## src/rtl/alu_pipe.sv

```systemverilog
// alu_pipe: two-stage pipelined ALU with an operand-2 barrel shifter.
// Stage 1 shifts rm and selects operand 2. Stage 2 does the arithmetic or
// logic op and commits NZCV. Both sides use valid/ready, and flush drops
// everything in flight while keeping the committed flags.
module alu_pipe #(
    parameter int WIDTH   = 32,
    parameter int SHAMT_W = 8
) (
    input  logic               clk,
    input  logic               rst,
    input  logic               flush,
    input  logic               in_valid,
    output logic               in_ready,
    input  logic [4:0]         op,
    input  logic [WIDTH-1:0]   rn,
    input  logic [WIDTH-1:0]   rm,
    input  logic [SHAMT_W-1:0] rs,
    input  logic [4:0]         imm_shift,
    input  logic [11:0]        imm_operand,
    input  logic               imm,
    input  logic               set_flags,
    input  logic [1:0]         stype,
    output logic               out_valid,
    input  logic               out_ready,
    output logic [WIDTH-1:0]   rd,
    output logic               out_n,
    output logic               out_z,
    output logic               out_c,
    output logic               out_v,
    output logic [3:0]         flags
);

    localparam logic [4:0] OP_ADD = 5'd0;
    localparam logic [4:0] OP_ADC = 5'd1;
    localparam logic [4:0] OP_SUB = 5'd2;
    localparam logic [4:0] OP_SBC = 5'd3;
    localparam logic [4:0] OP_AND = 5'd4;
    localparam logic [4:0] OP_ORR = 5'd5;
    localparam logic [4:0] OP_EOR = 5'd6;
    localparam logic [4:0] OP_BIC = 5'd7;
    localparam logic [4:0] OP_MOV = 5'd8;

    // The shift amount must hold both the 5-bit immediate and the rs field.
    localparam int SH_W = (SHAMT_W > 5) ? SHAMT_W : 5;

    // stage-1 state
    logic             s1_valid;
    logic [WIDTH-1:0] s1_op2;
    logic [WIDTH-1:0] s1_rn;
    logic             s1_sc;
    logic             s1_sc_keep;
    logic [4:0]       s1_op;
    logic             s1_set_flags;

    // shifter
    logic [SH_W-1:0]   sh;
    logic [31:0]       rot_amt;
    logic [WIDTH:0]    lsl_ext;
    logic [WIDTH:0]    lsr_ext;
    logic signed [WIDTH:0] asr_ext;
    logic [WIDTH-1:0]  ror_val;
    logic [WIDTH-1:0]  shifted;
    logic [WIDTH-1:0]  op2;
    logic              sc;
    logic              sc_keep;

    // stage-2 evaluation
    logic [WIDTH-1:0]  s2_b;
    logic              s2_cin;
    logic [WIDTH:0]    s2_sum;
    logic [WIDTH-1:0]  s2_rd;
    logic              s2_cflag;
    logic              s2_defined;
    logic              s2_n;
    logic              s2_z;
    logic              s2_c;
    logic              s2_v;

    logic adv1;
    logic adv2;

    assign in_ready = !s1_valid || !out_valid || out_ready;
    assign adv1     = in_valid && in_ready;
    assign adv2     = s1_valid && (!out_valid || out_ready);

    // Barrel shifter and operand-2 select. An extra bit on each shift
    // carries the last bit shifted out, which is the shifter carry for
    // every amount from 1 up to and past WIDTH. A zero amount defers the
    // carry to stage 2, where the committed C is known to be current even
    // for back-to-back ops.
    always_comb begin
        sh      = imm ? SH_W'(imm_shift) : SH_W'(rs);
        lsl_ext = {1'b0, rm} << sh;
        lsr_ext = {rm, 1'b0} >> sh;
        asr_ext = $signed({rm, 1'b0}) >>> sh;
        rot_amt = 32'(sh) % 32'(WIDTH);
        ror_val = (rm >> rot_amt) | (rm << (32'(WIDTH) - rot_amt));
        shifted = rm;
        sc      = 1'b0;
        sc_keep = 1'b0;
        if (sh == '0) begin
            sc_keep = 1'b1;
        end else begin
            case (stype)
                2'd0:    {sc, shifted} = lsl_ext;
                2'd1:    {shifted, sc} = lsr_ext;
                2'd2:    {shifted, sc} = asr_ext;
                default: begin
                    shifted = ror_val;
                    sc      = ror_val[WIDTH-1];
                end
            endcase
        end
        op2 = (imm && (op != OP_MOV)) ? WIDTH'(imm_operand) : shifted;
    end

    // Stage-2 ALU evaluated from the stage-1 register and committed flags.
    // Undefined ops produce zero and echo the committed flags.
    always_comb begin
        s2_b       = s1_op2;
        s2_cin     = 1'b0;
        s2_sum     = '0;
        s2_rd      = '0;
        s2_defined = 1'b1;
        s2_cflag   = s1_sc_keep ? flags[1] : s1_sc;
        s2_c       = flags[1];
        s2_v       = flags[0];
        case (s1_op)
            OP_ADD, OP_ADC, OP_SUB, OP_SBC: begin
                s2_b   = ((s1_op == OP_SUB) || (s1_op == OP_SBC)) ? ~s1_op2 : s1_op2;
                s2_cin = (s1_op == OP_ADD) ? 1'b0 :
                         (s1_op == OP_SUB) ? 1'b1 : flags[1];
                s2_sum = {1'b0, s1_rn} + {1'b0, s2_b} + (WIDTH+1)'(s2_cin);
                s2_rd  = s2_sum[WIDTH-1:0];
                s2_c   = s2_sum[WIDTH];
                s2_v   = (s1_rn[WIDTH-1] == s2_b[WIDTH-1]) &&
                         (s2_rd[WIDTH-1] != s1_rn[WIDTH-1]);
            end
            OP_AND: begin
                s2_rd = s1_rn & s1_op2;
                s2_c  = s2_cflag;
            end
            OP_ORR: begin
                s2_rd = s1_rn | s1_op2;
                s2_c  = s2_cflag;
            end
            OP_EOR: begin
                s2_rd = s1_rn ^ s1_op2;
                s2_c  = s2_cflag;
            end
            OP_BIC: begin
                s2_rd = s1_rn & ~s1_op2;
                s2_c  = s2_cflag;
            end
            OP_MOV: begin
                s2_rd = s1_op2;
                s2_c  = s2_cflag;
            end
            default: s2_defined = 1'b0;
        endcase
        s2_n = s2_defined ? s2_rd[WIDTH-1] : flags[3];
        s2_z = s2_defined ? (s2_rd == '0)  : flags[2];
    end

    // Stage-1 register: capture the shifted operand on accept, empty on advance.
    always_ff @(posedge clk) begin
        if (rst) begin
            s1_valid     <= 1'b0;
            s1_op2       <= '0;
            s1_rn        <= '0;
            s1_sc        <= 1'b0;
            s1_sc_keep   <= 1'b0;
            s1_op        <= '0;
            s1_set_flags <= 1'b0;
        end else if (flush) begin
            s1_valid <= 1'b0;
        end else if (adv1) begin
            s1_valid     <= 1'b1;
            s1_op2       <= op2;
            s1_rn        <= rn;
            s1_sc        <= sc;
            s1_sc_keep   <= sc_keep;
            s1_op        <= op;
            s1_set_flags <= set_flags;
        end else if (adv2) begin
            s1_valid <= 1'b0;
        end
    end

    // Output register and flag commit; both load on the same advance edge.
    always_ff @(posedge clk) begin
        if (rst) begin
            out_valid <= 1'b0;
            rd        <= '0;
            out_n     <= 1'b0;
            out_z     <= 1'b0;
            out_c     <= 1'b0;
            out_v     <= 1'b0;
            flags     <= 4'b0000;
        end else if (flush) begin
            out_valid <= 1'b0;
        end else if (adv2) begin
            out_valid <= 1'b1;
            rd        <= s2_rd;
            out_n     <= s2_n;
            out_z     <= s2_z;
            out_c     <= s2_c;
            out_v     <= s2_v;
            if (s1_set_flags) begin
                flags <= {s2_n, s2_z, s2_c, s2_v};
            end
        end else if (out_ready) begin
            out_valid <= 1'b0;
        end
    end

endmodule

```

## config.mk

```make
export PLATFORM = sky130hd
export DESIGN_NAME = alu_pipe
export DESIGN_NICKNAME = d
export VERILOG_FILES = /design/src/rtl/alu_pipe.sv
export SDC_FILE = /design/constraint.sdc
export NUM_CORES = 1
export LEC_CHECK = 0
export ABC_CLOCK_PERIOD_IN_PS = 6400
export BUFFER_PORTS_ARGS = -buffer_cell sky130_fd_sc_hd__buf_2
export CORE_ASPECT_RATIO = 0.5
export CORE_UTILIZATION = 50
export CTS_BUF_LIST = sky130_fd_sc_hd__clkbuf_4 sky130_fd_sc_hd__clkbuf_8 sky130_fd_sc_hd__clkbuf_16
export CTS_CLUSTER_SIZE = 8
export DETAILED_ROUTE_END_ITERATION = 8
export PLACE_DENSITY = 0.69
export SETUP_SLACK_MARGIN = 0.4
export SYNTH_ARGS = -nofsm -noshare
export SYNTH_HDL_FRONTEND = slang
export SYNTH_SLANG_ARGS = --single-unit
```

## constraint.sdc

```tcl
create_clock -name clk -period 6.4 [get_ports clk]
set_input_delay 0 -clock clk [delete_from_list [all_inputs] [get_ports clk]]
set_output_delay 0 -clock clk [all_outputs]
set_load 0.01 [all_outputs]
```

# ---- Word-level counts from Yosys, hierarchy flattened
# Index checks and enable logic that the tools add are counted.
dict set report op_classes {
  reduce_logical 23
  n_shift 5
  muxes 21
  n_bitwise 7
  addsub 3
  eq_ne 13
}
# operator count
set op_table {}
lappend op_table {{32-bit case mux with 6 select lines} 1}
lappend op_table {{32-bit 2-to-1 mux} 3}
lappend op_table {{32-bit case mux with 3 select lines} 1}
lappend op_table {{32-bit bitwise AND} 2}
lappend op_table {{32-bit bitwise OR} 2}
lappend op_table {{32-bit by 32-bit adder with 33-bit output} 1}
lappend op_table {{33-bit by 1-bit adder with 33-bit output} 1}
lappend op_table {{32-bit by 8-bit left shift with 33-bit output} 1}
lappend op_table {{33-bit by 8-bit >> shifter with 33-bit output} 1}
lappend op_table {{33-bit by 8-bit >>> shifter with 33-bit output} 1}
lappend op_table {{32-bit zero test} 1}
lappend op_table {{32-bit inverter} 1}
lappend op_table {{32-bit by 32-bit left shift with 32-bit output} 1}
lappend op_table {{32-bit by 5-bit >> shifter with 32-bit output} 1}
lappend op_table {{32-bit XOR} 1}
lappend op_table {{5-bit by 3-bit == test with 1-bit output (second input constant)} 4}
lappend op_table {{1-bit 2-to-1 mux} 13}
lappend op_table {{5-bit by 2-bit == test with 1-bit output (second input constant)} 2}
lappend op_table {{9-bit OR reduction} 1}
lappend op_table {{8-bit zero test} 1}
lappend op_table {{8-bit 2-to-1 mux} 1}
lappend op_table {{6-bit by 5-bit subtractor with 7-bit output (first input constant)} 1}
lappend op_table {{5-bit by 1-bit == test with 1-bit output (second input constant)} 1}
lappend op_table {{5-bit by 4-bit == test with 1-bit output (second input constant)} 1}
lappend op_table {{19 further kinds} 28}
dict set report word_totals {
  in_bits 103
  ff_bits 114
}

# ---- Longest topological paths before layout
dict set report logic_depth {
  depth_word 8
  ltp_mapped 22
  ltp_nobuf 16
}

# ---- Worst setup path before layout
# No wires, ideal clock.
dict set report synth_path {
  path_type {reg-to-reg}
  startpoint {reg s1_op[4]}
  endpoint {reg flags[2]}
  slack_ns 0.946
  path_buffers 6
  arrival_time_ns 5.358
  stages_incl_launch_ff 23
  path_cell_list {dfxtp_1 -> buf_4 -> nor3_1 -> clkbuf_1 -> buf_1 -> clkbuf_1 -> and2_1 -> clkbuf_1 -> buf_2 -> xnor2_1 -> fa_1 -> inv_1 -> fa_1 -> nor2b_1 -> o31a_1 -> o31ai_2 -> o31ai_2 -> nor2_2 -> xnor2_1 -> a2111oi_2 -> nand4_1 -> or4_4 -> o41ai_2}
}
dict set report synth_between {
  elab_chain_cells 8
  word_cells_on_any_way 21
}
# element line_no
set synth_lines {}
lappend synth_lines {{start: declaration} 52} ;# logic [4:0] s1_op;
lappend synth_lines {{start signal: assignment} 183} ;# s1_op <= op;
lappend synth_lines {{5-bit by 2-bit == test with 1-bit output} n/a}
lappend synth_lines {{1-bit logical OR} 130} ;# s2_b = ((s1_op == OP_SUB) || (s1_op == OP_SBC)) ? ~s1_op2 : s1_op2;
lappend synth_lines {{32-bit 2-to-1 mux} 130}
lappend synth_lines {{32-bit by 32-bit adder with 33-bit output} 133} ;# s2_sum = {1'b0, s1_rn} + {1'b0, s2_b} + (WIDTH+1)'(s2_cin);
lappend synth_lines {{33-bit by 1-bit adder with 33-bit output} 133}
lappend synth_lines {{32-bit case mux with 6 select lines} 128} ;# case (s1_op)
lappend synth_lines {{32-bit zero test} 162} ;# s2_z = s2_defined ? (s2_rd == '0) : flags[2];
lappend synth_lines {{1-bit 2-to-1 mux (*)} 162}
lappend synth_lines {{end signal: assignment} 210} ;# flags <= {s2_n, s2_z, s2_c, s2_v};
lappend synth_lines {{end: declaration} 30} ;# output logic [3:0] flags
# Every way passes the cells marked *; elsewhere a longest branch is shown, timed or not.
# A chain may end at the register's enable or synchronous reset.

# ---- Worst setup path in the final report
dict set report layout_path {
  startpoint {reg s1_op[0]}
  endpoint {reg flags[2]}
}
# Same word-level chain as after synthesis.

==> flow_metrics.tcl <==
set metrics [dict create \
    outcome "complete, no violations" \
    seqCellArea_um2 2280 \
    hpwl_um 52700 \
    worstSetupStartpointType "flip-flop" \
    syn_nets 2456 \
    power_density_nw_per_um2 183 \
    antenna_found_initial 3 \
    drive_gt1_frac 0.135 \
    drv_cap 0 \
    hold_violations 0 \
    drt-total-wl_um 71800 \
    rsz0062_at_grt "false" \
    io_pins 145 \
    slew_violations 0 \
    routed_via_density 6.85 \
    clkLatencyLatePin_ps 430 \
    period_minus_slack_ps 5160 \
    fin_setup_tns_ps 0 \
    worstMarginPinSlew_ps 1140 \
    fin_nets 2499 \
    critical_path.max_stage_delay_ps 590 \
    reg2reg_slack_ps 1240 \
    setup_viol 0 \
    post-route-period-util 0.806 \
    final_cells 2766 \
    crit_type "reg -> reg" \
    async_reset_ff_frac 0 \
    cts.clk_slew.worst_paths_ps 60 \
    cp_slowest_cell "or3_2" \
    via_count 19000 \
    area_growth_pct 11.5 \
    syn_inst 2287 \
    setup.worst_path.end "flags[2]" \
    synth_most_common_cell "nand2_1" \
    htree_num_levels 4 \
    clock.fmax_ghz 0.194 \
    grt_max_degree 66 \
    syn-cell-area_um2 15800 \
    end_kind "flip-flop" \
    arrival_ps 5490 \
    critical_path.max_fanout 18 \
    ant_nets 0 \
    grtUsageTotal 0.433 \
    hp-class "in -> reg" \
    tritoncts "built" \
    initial_core_util 0.514 \
    ys_ff_latch 114 \
    cts_made_buffers 17 \
    grt_pass1_wl_um 106000 \
    grt.overflow.total 0 \
    clock_sinks 114 \
    core-area_um2 30700 \
    synth_edf_count 0 \
    yosysTopAreaCellShare 0.145 \
    first_pass_iters 6 \
    clock_skew_ps 12.7 \
    irDropWorstVdd_uv 173 \
    r2r-end "flags[2]" \
    gp_congestion 1.04 \
    synthDistinctLibCells 93 \
    drcViolationCount 0 \
    die_area_um2 32300 \
    synth.avg_cell_area_um2 6.90 \
    required_ps 6730 \
    relSlewSlack 0.237 \
    die-width_um 253 \
    die_height_um 128 \
    p_leak_uw 0.00690 \
    drt_iter0_drc 2689 \
    routedWlPerCell_um 26.0 \
    numPortBuffers 144 \
    ys_warn_count 0 \
    cp_cell_sequence "or3_2 > nor2_1 > mux2_2 > fa_1 > inv_1 > fa_1 > nor2b_1 > o31a_1 > o31ai_2 > o31ai_2 > o21ai_1 > a211o_1 > nand3_1 > a311o_1 > or4_4 > o41ai_2" \
    multi_input_area_um2 12300 \
    reg2reg_depth 16 \
    crit_path_start "s1_op[0]" \
    worstReg2RegStart "s1_op[0]" \
    cts_root_buf "clkbuf_16" \
    synth_ff_type "dfxtp_1" \
    synthTopCellsByArea "dfxtp_1, mux2i_1, nand2_1" \
    grt_pass1_vias 16800 \
    row_count 45 \
    ys_top_cells_by_count "nand2_1, nor2_1, a21oi_1" \
    ys_seq_area_frac 0.145 \
    fillers 3007 \
    synth.largest_area_cell "dfxtp_1" \
    clk_path_buf_depth 2 \
    dp.cells 2688 \
]
## metrics by stage
step | worst slack [ps] | hold WS (ps) | power (uW) | cell area [um^2] | utilization
after floorplan | 946 | 79.3 | 1740 | 15800 | -
after global placement | 1450 | 239 | 2190 | 16500 | 0.539
after detailed placement | 1370 | 246 | 2190 | 16500 | 0.539
after CTS | 1300 | 0.952 | 3150 | 17600 | 0.573
after global routing | 996 | 24.7 | 3340 | 17600 | 0.573
final | 1240 | 15.1 | 3220 | 17600 | 0.573
## kinds of logic after synthesis
kind of cell,synth area share
adder cells (fa/ha/maj),0.0533
AND/OR/NAND/NOR,0.236
flip-flops,0.145
multiplexers,0.155
XOR/XNOR,0.0249
buffers and inverters,0.0787
AO/OA/AOI/OAI,0.307
## per-layer routing
layer | track usage | wire length, um | vias to the layer above
met5 | 0 | 0 | -
met3 | 0.109 | 9170 | 201
li1 | - | - | 8539
met4 | 0.182 | 3040 | 0
met2 | 0.617 | 28900 | 1277
met1 | 0.615 | 30700 | 8940
## worst min path at each step
stage | from | end | depth (start not counted)
detailed placement | rn[29] | s1_rn[29] | 3
floorplan | flush | out_valid | 1
finish | imm_operand[1] | s1_op2[1] | 4
CTS | imm_operand[1] | s1_op2[1] | 4
global route | imm_operand[7] | s1_op2[7] | 4
global placement | rn[5] | s1_rn[5] | 3
## critical path, delay by kind of cell, from the launching register on
| family | cells | cell delay [ps] |
|---|---|---|
| AOI/OAI and AO/OA | 7 | 1970 |
| buffers and inverters | 1 | 100 |
| DFF | 1 | 490 |
| muxes | 1 | 360 |
| adders and majority gates | 2 | 680 |
| and+or+nand+nor | 5 | 1460 |
## what timing repair did
action                                 4_1_cts  5_1_grt
resized for setup                            0        0
endpoints found under the hold margin       45        0
hold buffers                                46        0
buffers inserted                             0        0
## state kept, by name, summed over array words and instances, names as in the netlist
| name | flops |
|---|---|
| out_n | 1 |
| s1_rn | 32 |
| out_z | 1 |
| s1_set_flags | 1 |
| s1_op | 5 |
| s1_sc | 1 |
| s1_valid | 1 |
| s1_sc_keep | 1 |
| out_c | 1 |
| s1_op2 | 32 |
| flags | 4 |
| rd | 32 |
| out_valid | 1 |
| out_v | 1 |
## cell type report
| cell class | count | share of cell area |
|---|---|---|
| Tap cell | 423 | 0.0301 |
| Sequential cell | 114 | 0.130 |
| Inverter | 79 | 0.0170 |
| Multi-Input combinational cell | 1880 | 0.702 |
| Timing Repair Buffer | 238 | 0.0878 |
| Antenna cell | 2 | 0.000285 |
| Clock inverter | 9 | 0.00612 |
| Clock buffer | 21 | 0.0266 |
## report_power, final
part           switching, uW  leakage, uW  internal (uW)
registers               38.6     0.000928            739
clock network            347     0.000282            596
logic                    995      0.00569            508
total                   1380      0.00690           1840
## placed cells by master, fill, tap and decap left out, types with 12 or more instances in the layout
master,instances
a211oi_1,58
a21o_1,14
a21oi_1,217
a221o_1,22
a221oi_1,23
a22oi_1,12
a31oi_1,29
and2_1,15
and3_1,26
buf_2,143
buf_4,49
clkbuf_16,17
dfxtp_1,114
dlygate4sd3_1,46
ha_1,64
inv_1,76
mux2_2,14
mux2i_1,134
mux4_2,40
nand2_1,343
nand2b_1,17
nand3_1,69
nor2_1,218
nor3_1,64
nor4_1,12
o211ai_1,23
o21ai_0,160
o221ai_1,13
o22ai_1,19
or3_1,16
xnor2_1,37
No activity file was read; power rests on OpenSTA's default activity.
